===== config.mk =====
export PLATFORM = sky130hd
export DESIGN_NAME = ssd1306_spi4_ctrl
export DESIGN_NICKNAME = d
export VERILOG_FILES = /design/src/rtl/ssd1306_pkg.sv /design/src/rtl/ssd1306_init_rom.sv /design/src/rtl/ssd1306_spi4_ctrl.sv
export SDC_FILE = /design/constraint.sdc
export NUM_CORES = 1
export LEC_CHECK = 0
export BUFFER_PORTS_ARGS = -buffer_cell sky130_fd_sc_hd__buf_4
export CAP_MARGIN = 20
export CORE_ASPECT_RATIO = 2
export CORE_MARGIN = 8
export CORE_UTILIZATION = 35
export DETAILED_ROUTE_END_ITERATION = 8
export GPL_ROUTABILITY_DRIVEN = 0
export PLACE_DENSITY_LB_ADDON = 0.15
export SYNTH_ARGS = -nofsm -noshare
export SYNTH_HDL_FRONTEND = slang
export SYNTH_SLANG_ARGS = --single-unit
export TNS_END_PERCENT = 30

===== constraint.sdc =====
create_clock -name clk -period 1.7 [get_ports clk]
set_input_delay 0.34 -clock clk [delete_from_list [all_inputs] [get_ports clk]]
set_output_delay 0.34 -clock clk [all_outputs]
set_load 0.03 [all_outputs]

===== src/rtl/ssd1306_pkg.sv =====
// rtl/ssd1306_pkg.sv - controller states, SSD1306 command codes and init sequence length
package ssd1306_pkg;

  typedef enum logic [2:0] {
    RST_LOW,
    RST_WAIT,
    INIT,
    IDLE,
    SHIFT,
    GAP
  } state_e;

  localparam logic [7:0] CMD_DISPLAY_OFF  = 8'hAE;
  localparam logic [7:0] CMD_DISPLAY_ON   = 8'hAF;
  localparam logic [7:0] CMD_SET_CLK_DIV  = 8'hD5;
  localparam logic [7:0] CMD_SET_MUX      = 8'hA8;
  localparam logic [7:0] CMD_SET_OFFSET   = 8'hD3;
  localparam logic [7:0] CMD_START_LINE   = 8'h40;
  localparam logic [7:0] CMD_CHARGE_PUMP  = 8'h8D;
  localparam logic [7:0] CMD_MEM_MODE     = 8'h20;
  localparam logic [7:0] CMD_SEG_REMAP    = 8'hA1;
  localparam logic [7:0] CMD_COM_SCAN_DEC = 8'hC8;
  localparam logic [7:0] CMD_COM_PINS     = 8'hDA;
  localparam logic [7:0] CMD_CONTRAST     = 8'h81;
  localparam logic [7:0] CMD_PRECHARGE    = 8'hD9;
  localparam logic [7:0] CMD_VCOMH        = 8'hDB;
  localparam logic [7:0] CMD_RESUME_RAM   = 8'hA4;
  localparam logic [7:0] CMD_NORMAL       = 8'hA6;
  localparam logic [7:0] CMD_NOP          = 8'hE3;

  localparam int INIT_LEN   = 25;
  localparam int INIT_IDX_W = $clog2(INIT_LEN);

endpackage


===== src/rtl/ssd1306_init_rom.sv =====
// rtl/ssd1306_init_rom.sv - power-up command sequence lookup (used with SSD1306_INIT_ROM_EN)
import ssd1306_pkg::*;

module ssd1306_init_rom (
  input  logic [INIT_IDX_W-1:0] idx_i,
  output logic [7:0]            byte_o
);

  // Index to command byte; unused indices return a harmless NOP
  always_comb begin
    byte_o = CMD_NOP;
    case (idx_i)
      5'd0:  byte_o = CMD_DISPLAY_OFF;
      5'd1:  byte_o = CMD_SET_CLK_DIV;
      5'd2:  byte_o = 8'h80;
      5'd3:  byte_o = CMD_SET_MUX;
      5'd4:  byte_o = 8'h3F;
      5'd5:  byte_o = CMD_SET_OFFSET;
      5'd6:  byte_o = 8'h00;
      5'd7:  byte_o = CMD_START_LINE;
      5'd8:  byte_o = CMD_CHARGE_PUMP;
      5'd9:  byte_o = 8'h14;
      5'd10: byte_o = CMD_MEM_MODE;
      5'd11: byte_o = 8'h00;
      5'd12: byte_o = CMD_SEG_REMAP;
      5'd13: byte_o = CMD_COM_SCAN_DEC;
      5'd14: byte_o = CMD_COM_PINS;
      5'd15: byte_o = 8'h12;
      5'd16: byte_o = CMD_CONTRAST;
      5'd17: byte_o = 8'hCF;
      5'd18: byte_o = CMD_PRECHARGE;
      5'd19: byte_o = 8'hF1;
      5'd20: byte_o = CMD_VCOMH;
      5'd21: byte_o = 8'h40;
      5'd22: byte_o = CMD_RESUME_RAM;
      5'd23: byte_o = CMD_NORMAL;
      5'd24: byte_o = CMD_DISPLAY_ON;
      default: byte_o = CMD_NOP;
    endcase
  end

endmodule


===== src/rtl/ssd1306_spi4_ctrl.sv =====
// rtl/ssd1306_spi4_ctrl.sv - SSD1306 4-wire SPI master with panel reset; optional init ROM via SSD1306_INIT_ROM_EN
import ssd1306_pkg::*;

module ssd1306_spi4_ctrl #(
  parameter int CLK_DIV       = 4,
  parameter int RST_PULSE_CYC = 1000,
  parameter int RST_WAIT_CYC  = 1000,
  parameter int CS_GAP        = 2
) (
  input  logic       clk,
  input  logic       rst,
  input  logic       s_valid,
  output logic       s_ready,
  input  logic [7:0] s_data,
  input  logic       s_dc,
  output logic       busy,
  output logic       init_done,
  output logic       oled_rst_n,
  output logic       oled_cs_n,
  output logic       oled_dc,
  output logic       oled_clk,
  output logic       oled_data
);

  localparam int MAX_A   = (RST_PULSE_CYC > RST_WAIT_CYC) ? RST_PULSE_CYC : RST_WAIT_CYC;
  localparam int MAX_B   = (CLK_DIV > CS_GAP) ? CLK_DIV : CS_GAP;
  localparam int CNT_MAX = (MAX_A > MAX_B) ? MAX_A : MAX_B;
  localparam int CNT_W   = $clog2(CNT_MAX + 1);

  state_e           state_q, state_d;
  logic [CNT_W-1:0] cnt_q, cnt_d;
  logic [2:0]       bit_q, bit_d;
  logic             sclk_q, sclk_d;
  logic [7:0]       shreg_q, shreg_d;
  logic             dc_q, dc_d;
  logic             init_done_q, init_done_d;
  logic             rst_n_q, rst_n_d;
  logic             cs_n_q, cs_n_d;
  logic             ready_q, ready_d;
  logic             busy_q, busy_d;

`ifdef SSD1306_INIT_ROM_EN
  logic [INIT_IDX_W-1:0] rom_idx_q, rom_idx_d;
  logic [7:0]            rom_byte;

  ssd1306_init_rom u_rom (
    .idx_i  (rom_idx_q),
    .byte_o (rom_byte)
  );
`endif

  // Next-state logic; the cycle counter is cleared on every state entry
  always_comb begin
    state_d     = state_q;
    cnt_d       = cnt_q;
    bit_d       = bit_q;
    sclk_d      = sclk_q;
    shreg_d     = shreg_q;
    dc_d        = dc_q;
    init_done_d = init_done_q;
`ifdef SSD1306_INIT_ROM_EN
    rom_idx_d   = rom_idx_q;
`endif
    unique case (state_q)
      RST_LOW: begin
        if (cnt_q == CNT_W'(RST_PULSE_CYC - 1)) begin
          state_d = RST_WAIT;
          cnt_d   = '0;
        end else begin
          cnt_d = cnt_q + CNT_W'(1);
        end
      end
      RST_WAIT: begin
        if (cnt_q == CNT_W'(RST_WAIT_CYC - 1)) begin
          cnt_d = '0;
`ifdef SSD1306_INIT_ROM_EN
          state_d   = INIT;
          rom_idx_d = '0;
`else
          state_d     = IDLE;
          init_done_d = 1'b1;
`endif
        end else begin
          cnt_d = cnt_q + CNT_W'(1);
        end
      end
      INIT: begin
`ifdef SSD1306_INIT_ROM_EN
        shreg_d = rom_byte;
        dc_d    = 1'b0;
        state_d = SHIFT;
        cnt_d   = '0;
        bit_d   = '0;
        sclk_d  = 1'b0;
`else
        state_d = IDLE;
`endif
      end
      IDLE: begin
        if (s_valid && ready_q) begin
          shreg_d = s_data;
          dc_d    = s_dc;
          state_d = SHIFT;
          cnt_d   = '0;
          bit_d   = '0;
          sclk_d  = 1'b0;
        end
      end
      SHIFT: begin
        if (cnt_q == CNT_W'(CLK_DIV - 1)) begin
          cnt_d = '0;
          if (!sclk_q) begin
            sclk_d = 1'b1;
          end else begin
            sclk_d  = 1'b0;
            shreg_d = {shreg_q[6:0], 1'b0};
            if (bit_q == 3'd7) begin
              state_d = GAP;
            end else begin
              bit_d = bit_q + 3'd1;
            end
          end
        end else begin
          cnt_d = cnt_q + CNT_W'(1);
        end
      end
      GAP: begin
        if (cnt_q == CNT_W'(CS_GAP - 1)) begin
          cnt_d   = '0;
          state_d = IDLE;
`ifdef SSD1306_INIT_ROM_EN
          if (!init_done_q) begin
            if (rom_idx_q == INIT_IDX_W'(INIT_LEN - 1)) begin
              init_done_d = 1'b1;
            end else begin
              rom_idx_d = rom_idx_q + INIT_IDX_W'(1);
              state_d   = INIT;
            end
          end
`endif
        end else begin
          cnt_d = cnt_q + CNT_W'(1);
        end
      end
      default: state_d = RST_LOW;
    endcase

    rst_n_d = (state_d != RST_LOW);
    cs_n_d  = (state_d != SHIFT);
    ready_d = (state_d == IDLE);
    busy_d  = (state_d != IDLE);
  end

  // State and output registers; reset aborts any byte and restarts the panel reset
  always_ff @(posedge clk) begin
    if (rst) begin
      state_q     <= RST_LOW;
      cnt_q       <= '0;
      bit_q       <= '0;
      sclk_q      <= 1'b0;
      shreg_q     <= '0;
      dc_q        <= 1'b0;
      init_done_q <= 1'b0;
      rst_n_q     <= 1'b0;
      cs_n_q      <= 1'b1;
      ready_q     <= 1'b0;
      busy_q      <= 1'b1;
`ifdef SSD1306_INIT_ROM_EN
      rom_idx_q   <= '0;
`endif
    end else begin
      state_q     <= state_d;
      cnt_q       <= cnt_d;
      bit_q       <= bit_d;
      sclk_q      <= sclk_d;
      shreg_q     <= shreg_d;
      dc_q        <= dc_d;
      init_done_q <= init_done_d;
      rst_n_q     <= rst_n_d;
      cs_n_q      <= cs_n_d;
      ready_q     <= ready_d;
      busy_q      <= busy_d;
`ifdef SSD1306_INIT_ROM_EN
      rom_idx_q   <= rom_idx_d;
`endif
    end
  end

  assign s_ready    = ready_q;
  assign busy       = busy_q;
  assign init_done  = init_done_q;
  assign oled_rst_n = rst_n_q;
  assign oled_cs_n  = cs_n_q;
  assign oled_dc    = dc_q;
  assign oled_clk   = sclk_q;
  assign oled_data  = shreg_q[7];

endmodule


== Word level (Yosys, flattened, before mapping) ==
Index checks and enable logic that the tools add are counted.

* Bits in registers: 31
* Bits in latches: 0
* RAM bits: 0
* Bits in read-only memories: 0
* Input bits: 12
* Output and inout port bits: 8
* Word-level logic and storage cells: 67
* Memories kept: 0

* Add/sub/neg operators: 2
* Multiply operators: 0
* Div/mod/pow operators: 0
* $lt $le $gt $ge: 0
* Equal/unequal tests: 16
* Shifts and indexed selects: 0
* Muxes and demuxes: 26
* Bitwise logic cells: 0
* Reduce and logical (&&, ||, !) cells: 12

{| class="wikitable"
|+ Operators by type and width
! operator !! number
|-
| $mux W10 || 4
|-
| $pmux W10 S4 || 1
|-
| $mux W3 || 11
|-
| $mux W8 || 3
|-
| $pmux W3 S6 || 1
|-
| $pmux W8 S2 || 1
|-
| $add A10 B1 Y10 const B || 1
|-
| $eq A10 B1 Y1 const B || 1
|-
| $eq A10 B10 Y1 const B || 1
|-
| $eq A10 B2 Y1 const B || 1
|-
| $eq A3 B2 Y1 const B || 3
|-
| $eq A3 B3 Y1 const B || 3
|-
| $ne A2 B2 Y1 const B || 4
|-
| $pmux W3 S2 || 1
|-
| $reduce_and A2 Y1 || 3
|-
| $reduce_and A5 Y1 || 1
|-
| $reduce_and A4 Y1 || 1
|-
| $reduce_bool A4 Y1 || 1
|-
| $add A3 B1 Y3 const B || 1
|-
| $eq A3 B1 Y1 const B || 1
|-
| $logic_not A3 Y1 || 1
|-
| $mux W1 || 3
|-
| $ne A3 B2 Y1 const B || 1
|-
| $ne A3 B3 Y1 const B || 1
|-
| other kinds (6) || 6
|}

== Logic depth before layout (Yosys ltp) ==
Gate-level depths: netlist of the first run.

* Depth in word-level cells: 6
* Gate-level depth with buffers: 7
* Mapped depth without buffers: 7

== Worst setup path before layout of the first run ==
OpenSTA, ideal clock, no wires.

* Kind: reg2reg
* Start: register ready_q (netlist: s_ready)
* End: register shreg_q[7]
* Setup time: 91 ps
* Data arrival time: 1757 ps
* Data required time: 1609 ps
* Slack: -148 ps
* Stages on the path, launching flop included: 7
* Path buffers: 1
* Clock period less this slack: 1848 ps
* Cell sequence: dfxtp_1 -> nand3_2 -> or3b_1 -> a21oi_2 -> buf_4 -> nor2_1 -> a311oi_1

* Word-level cells in the longest chain between the ends: 3

{| class="wikitable"
|+ RTL lines
! what !! line !! text
|-
| start, declared || ssd1306_spi4_ctrl.sv:39 || <nowiki>logic ready_q, ready_d;</nowiki>
|-
| start signal, assigned || ssd1306_spi4_ctrl.sv:181 || <nowiki>ready_q <= ready_d;</nowiki>
|-
| $logic_and A1 B1 Y1 || ssd1306_spi4_ctrl.sv:100 || <nowiki>if (s_valid && ready_q) begin</nowiki>
|-
| $ne A2 B2 Y1 (no source line) || - ||
|-
| $reduce_and A4 Y1 (no source line) || - ||
|-
| end signal, assigned || ssd1306_spi4_ctrl.sv:176 || <nowiki>shreg_q <= shreg_d;</nowiki>
|-
| end, declared || ssd1306_spi4_ctrl.sv:34 || <nowiki>logic [7:0] shreg_q, shreg_d;</nowiki>
|}

Every way passes these cells.
A chain may end at the register's enable or synchronous reset.

== Final worst setup path of the first run ==
* Start: register cnt_q[5]
* End: register rst_n_q (netlist: oled_rst_n)

* Word-level cells in the longest chain between the ends: 4
* Elaborated cells between the ends (all ways): 9
* Classes of those cells: 3 x eq/ne; 5 x mux; 1 x reduce/logical

{| class="wikitable"
|+ RTL lines
! what !! line !! text
|-
| start, declared || ssd1306_spi4_ctrl.sv:31 || <nowiki>logic [CNT_W-1:0] cnt_q, cnt_d;</nowiki>
|-
| start signal, assigned || ssd1306_spi4_ctrl.sv:173 || <nowiki>cnt_q <= cnt_d;</nowiki>
|-
| $eq A10 B1 Y1, or another cell as far along || ssd1306_spi4_ctrl.sv:128 || <nowiki>if (cnt_q == CNT_W'(CS_GAP - 1)) begin</nowiki>
|-
| $mux W3, on equally long branches || - ||
|-
| $pmux W3 S6 * || ssd1306_spi4_ctrl.sv:64 || <nowiki>unique case (state_q)</nowiki>
|-
| $reduce_bool A3 Y1 * || ssd1306_spi4_ctrl.sv:148 || <nowiki>rst_n_d = (state_d != RST_LOW);</nowiki>
|-
| end signal, assigned || ssd1306_spi4_ctrl.sv:179 || <nowiki>rst_n_q <= rst_n_d;</nowiki>
|-
| end, declared || ssd1306_spi4_ctrl.sv:37 || <nowiki>logic rst_n_q, rst_n_d;</nowiki>
|}

Every way passes the cells marked *; elsewhere a longest branch is shown, timed or not.

==> impl_results.rst, run 1 <==
.. list-table::
   :header-rows: 1

   * - Metric
     - Value
   * - Result of the run
     - finished with violations
   * - Violated checks
     - negative setup slack
   * - Post-synthesis register bit count
     - 31
   * - Number of synthesis warnings
     - 0
   * - Fraction of synthesized cell area in xor and xnor cells
     - 0
   * - CTS H-Tree Depth
     - 2
   * - Actual slew at the worst max-slew pin
     - about 370 ps
   * - Layout cells sized above 1
     - 0.398
   * - Number of CTS-inserted buffers
     - 5
   * - Portion of the clock cycle consumed by the worst path in the final layout
     - 1.07
   * - Post-synthesis compound-gate area fraction
     - 0.223
   * - Top cell type's share of synthesized area
     - 0.381
   * - Overall Power
     - roughly 0.0015 W
   * - Total number of vias
     - about 1600
   * - Max-cap check violation count
     - 0
   * - Flop pwr share
     - 0.490
   * - Net switching component of the power
     - about 0.00034 W
   * - Critical path class
     - reg -> reg
   * - Top flip-flop cell by instance count after synthesis
     - sky130_fd_sc_hd__dfxtp_1
   * - Main combinational cell family by area after synthesis
     - simple AND/OR/NAND/NOR gates
   * - Layout overhead on the synthesized area
     - 41.3%
   * - Root buffer selected by CTS
     - sky130_fd_sc_hd__clkbuf_8
   * - Setup repair after global routing missed its margin
     - yes
   * - Achievable frequency
     - ~550 MHz
   * - Post-CTS clock slew at the launch and capture registers of the worst setup and hold paths
     - 60 ps
   * - First-pass DRT Iterations
     - 4
   * - Vias/cell
     - 5.24
   * - Distinct cells, synth
     - between 40 and 50
   * - Die Height
     - about 110 um
   * - Power density over the cells
     - ~660 nW/um^2
   * - Sequential-to-total area share from yosys stat
     - 0.381
   * - Bufs on Longest Clock Path
     - 2
   * - Cell-internal power
     - ~0.0012 W
   * - Worst-skew pair later-pin latency
     - between 200 and 300 ps
   * - Gate power share
     - 0.105
   * - Antenna-violating nets left
     - 0
   * - Required arrival time at the worst endpoint
     - 1900 ps
   * - Die outline width
     - 64.2 um
   * - Initial cell density of the core
     - 0.358
   * - Async S/R FF share, synth
     - 0
   * - Total wire length after detailed routing
     - 4350 um
   * - Simple-gate share of the synthesized area
     - 0.297
   * - Worst hold path class
     - in -> reg
   * - Number of standard cells in the layout, taps in and fillers out
     - about 310
   * - Worst-case clock skew
     - about 2.7 ps
   * - Antenna Diode Count
     - 0
   * - Global-route wire length before repair
     - around 7500 um
   * - Min Clock Period, post-route
     - roughly 1800 ps
   * - CP max FO
     - 3
   * - Top cells by area in the synthesized netlist
     - sky130_fd_sc_hd__dfxtp_1 38%, sky130_fd_sc_hd__nand2_1 8.1%, sky130_fd_sc_hd__a21oi_1 4.3%
   * - Sink count of the clock tree
     - 31
   * - All-Layer GR Usage
     - 0.127
   * - Core ar.
     - around 4600 um^2
   * - Final nets
     - 269
   * - Total congestion overflow after global routing
     - 0
   * - Number of top-level pins
     - 20
   * - Share of synthesized area spent on multiplexers
     - 0.00614
   * - Post-detailed-placement half-perimeter wirelength
     - between 3000 and 4000 um
   * - Dominant cell type by area after synthesis
     - sky130_fd_sc_hd__dfxtp_1
   * - Synthesized area
     - around 1600 um^2
   * - Final setup margin
     - -116 ps
   * - Clock tree from TritonCTS
     - yes
   * - Count of standard-cell rows
     - 35
   * - Pin count of the biggest net entering global routing
     - 14
   * - Static power due to leakage
     - just under 0.9 nW
   * - Post-Place Setup Slack
     - -164 ps
   * - Final-report setup violation count
     - 12
   * - Summed area of non-filler cells in the final layout
     - ~2300 um^2
   * - Number of buffer cells added on primary ports
     - 19
   * - Type of destination of the critical path
     - flip-flop
   * - Post-synthesis adder-cell area fraction
     - 0.0307
   * - Arrival @ worst endpoint
     - around 2000 ps
   * - DRC marker count from the first detailed-route iteration
     - 74
   * - Worst slew slack as a fraction of its limit
     - 0.751
   * - Max rail drop VDD
     - between 0.5 and 0.6 mV
   * - Hold-fix buffers, CTS
     - 0
   * - Fraction of power consumed by the clock network
     - 0.406
   * - Number of flops mapped to enable cells by yosys
     - 0
   * - Final hold viol count
     - 0
   * - Number of pins with negative max-slew slack in the final report
     - 0
   * - Post-synthesis net count
     - around 210
   * - Switching share of total power
     - 0.221
   * - Full die area
     - 7230 um^2
   * - Vias in the first global route
     - about 1700
   * - Number of antenna violations at the first check in global routing
     - 0
   * - Average wire length per cell after detail routing
     - 14.1 um
   * - Crit start category
     - flip-flop
   * - Worst hold slack
     - approximately 320 ps
   * - Total placed instance area
     - 2060 um^2
   * - Final-layout fill cell count
     - about 470
   * - Number of design rule violations left after detail routing
     - 0
   * - Total placed cells including tap cells
     - ~300
   * - Avg Inst Size Synth
     - 8.31 um^2
   * - Gate count of the mapped netlist
     - slightly below 200
-- critical path: stages (launching register included) --
cell and delay, ps:
sky130_fd_sc_hd__dfxtp_2 330, sky130_fd_sc_hd__or4_4 570, sky130_fd_sc_hd__buf_6 140, sky130_fd_sc_hd__nor3_4 140
sky130_fd_sc_hd__buf_4 130, sky130_fd_sc_hd__nand4_1 100, sky130_fd_sc_hd__o311a_1 190, sky130_fd_sc_hd__o21bai_1 140
-- synthesized netlist by cell type (5+ instances only) --
cell	number
sky130_fd_sc_hd__o21ai_1	6
sky130_fd_sc_hd__a311oi_1	7
sky130_fd_sc_hd__dfxtp_1	31
sky130_fd_sc_hd__nor2_1	17
sky130_fd_sc_hd__inv_1	6
sky130_fd_sc_hd__nand2_1	35
sky130_fd_sc_hd__nand3_1	5
sky130_fd_sc_hd__a21oi_1	14
sky130_fd_sc_hd__a31oi_1	7
-- layout by cell type, fill, tap and decap left out, types with 5 or more instances in the layout --
cell	instances
sky130_fd_sc_hd__buf_4	55
sky130_fd_sc_hd__nand2_1	32
sky130_fd_sc_hd__dfxtp_1	25
sky130_fd_sc_hd__nor2_1	17
sky130_fd_sc_hd__a21oi_1	12
sky130_fd_sc_hd__a31oi_1	7
sky130_fd_sc_hd__clkbuf_8	7
sky130_fd_sc_hd__inv_1	6
sky130_fd_sc_hd__a311oi_1	6
sky130_fd_sc_hd__o21ai_1	5
sky130_fd_sc_hd__dfxtp_2	5
sky130_fd_sc_hd__buf_6	5
-- sequential cells by signal, summed over array words and instances (netlist names) --
signal	count
oled_rst_n	1
oled_cs_n	1
busy	1
shreg_q	8
init_done	1
cnt_q	10
oled_clk	1
state_q	3
s_ready	1
oled_dc	1
bit_q	3
-- layer usage --
metal / share of wire / global-route usage / wire, um / up-vias
li1: - / - / - / 826
met1: 0.37 / 0.114 / 1630 / 766
met2: 0.57 / 0.253 / 2480 / 20
met3: 0.031 / 0.0309 / 135 / 8
met4: 0.025 / 0.0513 / 107 / 0
met5: 0 / 0 / 0 / -
-- power groups by stage --
stage / Sequential, W / Clock (W) / Combinational [W]
3_3_place_gp: 0.000760 / 0 / 0.000141
6_report: 0.000744 / 0.000617 / 0.000159
5_1_grt: 0.000745 / 0.000682 / 0.000175
3_5_place_dp: 0.000760 / 0 / 0.000141
2_1_floorplan: 0.000763 / 0 / 0.0000764
4_1_cts: 0.000744 / 0.000636 / 0.000148
-- metrics by stage --
step            util  setup TNS, ps
2_1_floorplan      -           -223
3_3_place_gp   0.452          -1000
3_5_place_dp   0.452          -1070
4_1_cts        0.487           -691
5_1_grt        0.505          -2140
6_report       0.505           -586
-- final timing paths --
| kind | start | slack (ps) | to | cells after the start |
|---|---|---|---|---|
| worst max-delay path | cnt_q[5]$_SDFFE_PP0P_ | -120 | oled_rst_n$_SDFF_PP0_ | 7 |
| worst min-delay path | s_dc | 320 | oled_dc$_SDFFE_PP0P_ | 3 |
| worst min register to register | oled_dc$_SDFFE_PP0P_ | 460 | oled_dc$_SDFFE_PP0P_ | 2 |
| worst max register to register | cnt_q[5]$_SDFFE_PP0P_ | -120 | oled_rst_n$_SDFF_PP0_ | 7 |
-- timing repair --
action                                  in CTS  in global routing
setup buffers                                1                  2
endpoints found under the setup margin      17                 28
pin swaps                                    2                 11
gates resized for setup                     12                 15
-- area by class of cell --
| type | count | area (um^2) | area share |
|---|---|---|---|
| Clock buffer | 8 | 100 | 0.0435 |
| Inverter | 7 | 26.3 | 0.0114 |
| Timing Repair Buffer | 60 | 469 | 0.204 |
| Multi-Input combinational cell | 148 | 1010 | 0.438 |
| Tap cell | 55 | 68.8 | 0.0299 |
| Sequential cell | 31 | 631 | 0.274 |
-- kinds of logic after synthesis --
logic type | count (synthesis)
compound gates | 52
fa+ha+maj | 4
buf+inv | 17
flops | 31
mux | 1
simple gates | 91
No activity file was read; power rests on OpenSTA's default activity.
==> inputs of run 2 (changes only) <==
--- a/config.mk
+++ b/config.mk
@@ -5,13 +5,14 @@
 export SDC_FILE = /design/constraint.sdc
 export NUM_CORES = 1
 export LEC_CHECK = 0
-export BUFFER_PORTS_ARGS = -buffer_cell sky130_fd_sc_hd__buf_4
+export BUFFER_PORTS_ARGS = -buffer_cell sky130_fd_sc_hd__buf_2
 export CAP_MARGIN = 20
 export CORE_ASPECT_RATIO = 2
 export CORE_MARGIN = 8
 export CORE_UTILIZATION = 35
 export DETAILED_ROUTE_END_ITERATION = 8
 export GPL_ROUTABILITY_DRIVEN = 0
+export GPL_TIMING_DRIVEN = 0
 export PLACE_DENSITY_LB_ADDON = 0.15
 export SYNTH_ARGS = -nofsm -noshare
 export SYNTH_HDL_FRONTEND = slang
==> impl_results.rst, run 2 (same netlist as run 1, synthesis figures left out) <==
.. list-table::
   :header-rows: 1

   * - Metric
     - Value
   * - Result of the run
     - finished with violations
   * - Violated checks
     - negative setup slack
   * - Arrival @ worst endpoint
     - between 2000 and 2500 ps
   * - Layout overhead on the synthesized area
     - 34.6%
   * - Worst path bufs/invs
     - 0
   * - Most flop-heavy register
     - cnt_q
   * - First-pass DRT Iterations
     - 4
   * - Reg2reg start
     - cnt_q[3]$_SDFFE_PP0P_
   * - Worst slew slack as a fraction of its limit
     - 0.571
   * - Number of CTS-inserted buffers
     - 5
   * - Static power due to leakage
     - between 0.8 and 0.9 nW
   * - Die outline width
     - approximately 64 um
   * - Worst hold path class
     - in -> reg
   * - All-Layer GR Usage
     - 0.122
   * - Achievable frequency
     - between 500 and 600 MHz
   * - Critical path, cell by cell
     - or4_4 > o31ai_4 > nand2_2 > a21oi_1 > a31oi_1
   * - Met2 routed wirelength
     - ~2500 um
   * - Post-Place Setup Slack
     - -363 ps
   * - Antenna Diode Count
     - 0
   * - Number of pins with negative max-slew slack in the final report
     - 0
   * - Full die area
     - between 7000 and 8000 um^2
   * - Worst-skew pair later-pin latency
     - ~290 ps
   * - Slowest CP cell
     - sky130_fd_sc_hd__or4_4
   * - Number of buffer cells added on primary ports
     - 18
   * - Global-route wire length before repair
     - between 7000 and 8000 um
   * - Layout cells sized above 1
     - 0.390
   * - Max FFs per register
     - 10
   * - Peak per-stage delay on the critical path
     - about 590 ps
   * - Top Family by Delay on Critical Path
     - simple AND/OR/NAND/NOR gates
   * - Setup repair after global routing missed its margin
     - yes
   * - Hold-fix buffers, CTS
     - 0
   * - Final setup margin
     - -163 ps
   * - Power density over the cells
     - between 600 and 700 nW/um^2
   * - Commonest non-fill, non-tap cell in the layout
     - sky130_fd_sc_hd__nand2_1
   * - Number of antenna violations at the first check in global routing
     - 0
   * - Number of top-level pins
     - 20
   * - Final nets
     - 251
   * - Total routed wire length on the met1 layer
     - 1620 um
   * - WL met3
     - 197 um
   * - Post-detailed-placement half-perimeter wirelength
     - 3100 um
   * - Critical path class
     - reg -> reg
   * - Largest registers
     - cnt_q x10, shreg_q x8
   * - Type of destination of the critical path
     - flip-flop
   * - Total number of vias
     - between 1500 and 2000
   * - Portion of the clock cycle consumed by the worst path in the final layout
     - 1.10
   * - Pin count of the biggest net entering global routing
     - 11
   * - Root buffer selected by CTS
     - sky130_fd_sc_hd__clkbuf_8
   * - Max-cap check violation count
     - 0
   * - Core Util, Final
     - 0.481
   * - Sink count of the clock tree
     - 31
   * - Die Height
     - ~110 um
   * - Bufs on Longest Clock Path
     - 2
   * - Actual slew at the worst max-slew pin
     - around 640 ps
   * - Number of standard cells in the layout, taps in and fillers out
     - just under 300
   * - Final-report setup violation count
     - 16
   * - Origin of the worst min-delay path
     - rst
   * - Initial cell density of the core
     - 0.358
   * - Setup TNS
     - -1160 ps
   * - Total placed cells including tap cells
     - between 200 and 300
   * - Total congestion overflow after global routing
     - 0
   * - Highest metal layer with signal wires
     - met4
   * - Worst hold slack
     - around 270 ps
   * - Average wire length per cell after detail routing
     - 15.4 um
   * - Most used cells in the layout excluding fill and tap cells
     - 33 x sky130_fd_sc_hd__nand2_1, 21 x sky130_fd_sc_hd__dfxtp_1, 19 x sky130_fd_sc_hd__buf_2
   * - CP startpoint
     - cnt_q[3]$_SDFFE_PP0P_
   * - Min Clock Period, post-route
     - 1860 ps
   * - Crit start category
     - flip-flop
   * - Post-CTS clock slew at the launch and capture registers of the worst setup and hold paths
     - about 60 ps
   * - Total wire length after detailed routing
     - approximately 4500 um
   * - CP max FO
     - 8
   * - Clock tree from TritonCTS
     - yes
   * - CTS H-Tree Depth
     - 2
   * - Worst-case clock skew
     - approximately 4 ps
   * - Final hold viol count
     - 0
   * - Vias in the first global route
     - ~1600
   * - Max rail drop VDD
     - between 0.4 and 0.5 mV
   * - Vias/cell
     - between 5 and 6
   * - Number of design rule violations left after detail routing
     - 0
   * - Antenna-violating nets left
     - 0
   * - Core ar.
     - approximately 4600 um^2
   * - Required arrival time at the worst endpoint
     - approximately 1900 ps
   * - Count of standard-cell rows
     - 35
   * - DRC marker count from the first detailed-route iteration
     - 47
==> run 2: final timing paths <==
path              slack [ps]  cells past startpoint                     to
hold reg to reg          450                      2   oled_dc$_SDFFE_PP0P_
setup / recovery        -160                      5  cnt_q[4]$_SDFFE_PP0P_
setup reg to reg        -160                      5  cnt_q[4]$_SDFFE_PP0P_
hold / removal           270                      2  state_q[1]$_SDFF_PP0_
==> run 2: power breakdown <==
part           internal [W]  leakage (nW)  switching, W  total, W
clock network      0.000326        0.0482      0.000281  0.000607
registers          0.000734         0.256     0.0000188  0.000753
logic             0.0000529         0.515     0.0000685  0.000121
total               0.00111         0.819      0.000368   0.00148
==> run 2: timing repair <==
| action | in CTS | in global routing |
|---|---|---|
| setup endpoints to repair | 26 | 28 |
| gates resized for setup | 23 | 27 |
| buffers inserted | 9 | 5 |
| pin swaps | 14 | 20 |
| cloned | 0 | 1 |
==> run 2: final cells by class <==
cell class	count	area, um^2
Buffer	9	73.8
Tap cell	55	68.8
Inverter	7	26.3
Clock inverter	1	5.00
Clock buffer	7	86.3
Fill cell	478	2360
Timing Repair Buffer	33	211
Sequential cell	31	643
Multi-Input combinational cell	148	1080
==> run 2: metrics by stage <==
step | power, W | cell area [um^2]
floorplan | 0.000840 | 1640
global placement | 0.000872 | 1790
detailed placement | 0.000874 | 1790
CTS | 0.00149 | 2050
global route | 0.00153 | 2190
finish | 0.00148 | 2190
==> run 2: routing by layer <==
layer / vias to the layer above / global-route usage
met3: 12 / 0.0359
met4: 0 / 0.0674
met5: - / 0
met2: 36 / 0.236
li1: 790 / -
met1: 762 / 0.102
==> inputs of run 3 (changes only) <==
==> constraint.sdc (replaced) <==
create_clock -name clk -period 1.76 [get_ports clk]
set_input_delay 0.352 -clock clk [delete_from_list [all_inputs] [get_ports clk]]
set_output_delay 0.352 -clock clk [all_outputs]
set_load 0.03 [all_outputs]
==> impl_results.rst, run 3 (same netlist as run 1, synthesis figures left out) <==
.. list-table::
   :header-rows: 1

   * - Metric
     - Value
   * - Worst-skew pair later-pin latency
     - ~280 ps
   * - Bufs on Longest Clock Path
     - 2
   * - Post-CTS clock slew at the launch and capture registers of the worst setup and hold paths
     - approximately 70 ps
   * - Worst-case clock skew
     - around 3.6 ps
   * - Register-to-Register Path Depth
     - 5
   * - Most flop-heavy register
     - cnt_q
   * - Critical path, cell by cell
     - or4_4 > nor3_4 > o22ai_2 > or3_1 > a21oi_2
   * - Count of standard-cell rows
     - 35
   * - Final-layout fill cell count
     - 486
   * - Antenna Diode Count
     - 0
   * - Root buffer selected by CTS
     - sky130_fd_sc_hd__clkbuf_8
   * - Min Clock Period, post-route
     - 1800 ps
   * - Number of buffer cells added on primary ports
     - 18
   * - Number of pins with negative max-slew slack in the final report
     - 0
   * - Crit start category
     - flip-flop
   * - Worst hold path class
     - in -> reg
   * - Max-cap check violation count
     - 0
   * - Number of CTS-inserted buffers
     - 5
   * - Number of standard cells in the layout, taps in and fillers out
     - 288
   * - Full die area
     - roughly 7200 um^2
   * - Reg2reg start
     - cnt_q[3]$_SDFFE_PP0P_
   * - CTS H-Tree Depth
     - 2
   * - Type of destination of the critical path
     - flip-flop
   * - Final hold viol count
     - 0
   * - Slowest CP cell
     - sky130_fd_sc_hd__or4_4
   * - Final-report setup violation count
     - 7
   * - Pin count of the biggest net entering global routing
     - 11
   * - Number of antenna violations at the first check in global routing
     - 0
   * - Violated checks
     - negative setup slack
   * - Worst slew slack as a fraction of its limit
     - 0.632
   * - Final setup margin
     - -37.8 ps
   * - Number of design rule violations left after detail routing
     - 0
   * - Power density over the cells
     - approximately 750 nW/um^2
   * - Result of the run
     - finished with violations
   * - Hold-fix buffers, CTS
     - 0
   * - Sequential cell area
     - 648 um^2
   * - Total placed instance area
     - 1790 um^2
   * - Overall Power
     - approximately 0.0016 W
   * - Achievable frequency
     - roughly 560 MHz
   * - Vias/cell
     - 5.36
   * - Sink of the worst hold path
     - state_q[1]$_SDFF_PP0_
   * - Average wire length per cell after detail routing
     - approximately 15 um
   * - Actual slew at the worst max-slew pin
     - 551 ps
   * - Total wire length after detailed routing
     - around 4400 um
   * - Die Height
     - between 100 and 150 um
   * - Total placed cells including tap cells
     - about 270
   * - Layout cells sized above 1
     - 0.335
   * - Summed area of non-filler cells in the final layout
     - between 2000 and 2500 um^2
   * - All-Layer GR Usage
     - 0.124
   * - Die outline width
     - 64.2 um
   * - Total congestion overflow after global routing
     - 0
   * - CP max FO
     - 5
   * - Worst path bufs/invs
     - 0
   * - Worst hold path cell count
     - 2
   * - Layout overhead on the synthesized area
     - 30.2%
   * - Capture point of the worst reg-to-reg path
     - bit_q[0]$_SDFFE_PP0P_
   * - Static power due to leakage
     - slightly below 0.8 nW
   * - Post-detailed-placement half-perimeter wirelength
     - between 3000 and 4000 um
   * - Total number of vias
     - between 1500 and 2000
   * - Minimum setup slack among reg-to-reg paths
     - -40 ps
   * - Largest registers
     - cnt_q x10, shreg_q x8
   * - Core Util, Final
     - 0.466
   * - Portion of the clock cycle consumed by the worst path in the final layout
     - 1.02
   * - Global-route wire length before repair
     - 7250 um
   * - Final nets
     - between 200 and 250
   * - Required arrival time at the worst endpoint
     - ~2000 ps
   * - Max FFs per register
     - 10
   * - Initial cell density of the core
     - 0.358
   * - Number of top-level pins
     - 20
   * - Setup repair after global routing missed its margin
     - yes
   * - Arrival @ worst endpoint
     - 2020 ps
   * - Clock tree from TritonCTS
     - yes
   * - Area occupied by multi-input gates
     - around 1000 um^2
   * - Commonest non-fill, non-tap cell in the layout
     - sky130_fd_sc_hd__nand2_1
   * - Origin of the worst min-delay path
     - rst
   * - Post-Place Setup Slack
     - -276 ps
   * - Core ar.
     - roughly 4600 um^2
   * - Vias in the first global route
     - between 1500 and 2000
   * - Antenna-violating nets left
     - 0
   * - Critical path class
     - reg -> reg
   * - Max rail drop VDD
     - between 0.5 and 0.6 mV
   * - Most used cells in the layout excluding fill and tap cells
     - 34 x sky130_fd_sc_hd__nand2_1, 19 x sky130_fd_sc_hd__dfxtp_1, 19 x sky130_fd_sc_hd__buf_2
   * - Peak per-stage delay on the critical path
     - about 560 ps
   * - Top Family by Delay on Critical Path
     - simple AND/OR/NAND/NOR gates
   * - DRC marker count from the first detailed-route iteration
     - 59
   * - First-pass DRT Iterations
     - 4
   * - Sink count of the clock tree
     - 31
-- run 3: routing by layer --
layer,GRT usage,part of all wire,vias up
met5,0,0,-
met4,0.0528,0.013,0
met3,0.0279,0.034,5
met2,0.243,0.59,27
met1,0.113,0.36,727
li1,-,-,784
-- run 3: stage by stage --
step	TNS (ps)	hold WS (ps)
floorplan	-29.5	436
global placement	-3690	446
detailed placement	-3560	445
CTS	-270	277
global route	-1440	282
finish	-119	281
-- run 3: how the worst max path moves through the flow --
stage                          startpoint               endpoint  slack, ps  cells after the start
global route        cnt_q[7]$_SDFFE_PP0P_  cnt_q[3]$_SDFFE_PP0P_       -140                      6
floorplan           cnt_q[7]$_SDFFE_PP0P_  bit_q[0]$_SDFFE_PP0P_        -30                      6
CTS                 cnt_q[3]$_SDFFE_PP0P_  oled_rst_n$_SDFF_PP0_        -70                      6
finish              cnt_q[3]$_SDFFE_PP0P_  bit_q[0]$_SDFFE_PP0P_        -40                      5
detailed placement  cnt_q[0]$_SDFFE_PP0P_  cnt_q[7]$_SDFFE_PP0P_       -280                      6
global placement    cnt_q[1]$_SDFFE_PP0P_  cnt_q[7]$_SDFFE_PP0P_       -260                      6
-- run 3: repair_timing --
item | in CTS | in global routing
endpoints found under the setup margin | 25 | 27
cloned | 0 | 1
hold endpoints to repair | 0 | 0
buffers inserted | 10 | 1
pin swaps | 11 | 6
resized for setup | 20 | 17
-- run 3: power by group --
part / switching, W / internal (W)
combinational: 0.0000688 / 0.0000645
clock: 0.000278 / 0.000458
sequential: 0.0000157 / 0.000710
total: 0.000363 / 0.00123
-- run 3: final cells by class --
class / instances / area share
sequential: 31 / 0.306
clock buffer: 6 / 0.0389
inverter: 7 / 0.0124
timing repair buffer: 30 / 0.0838
multi-input combinational: 148 / 0.477
clock inverter: 2 / 0.0165
tap: 55 / 0.0324
buffer: 9 / 0.0336
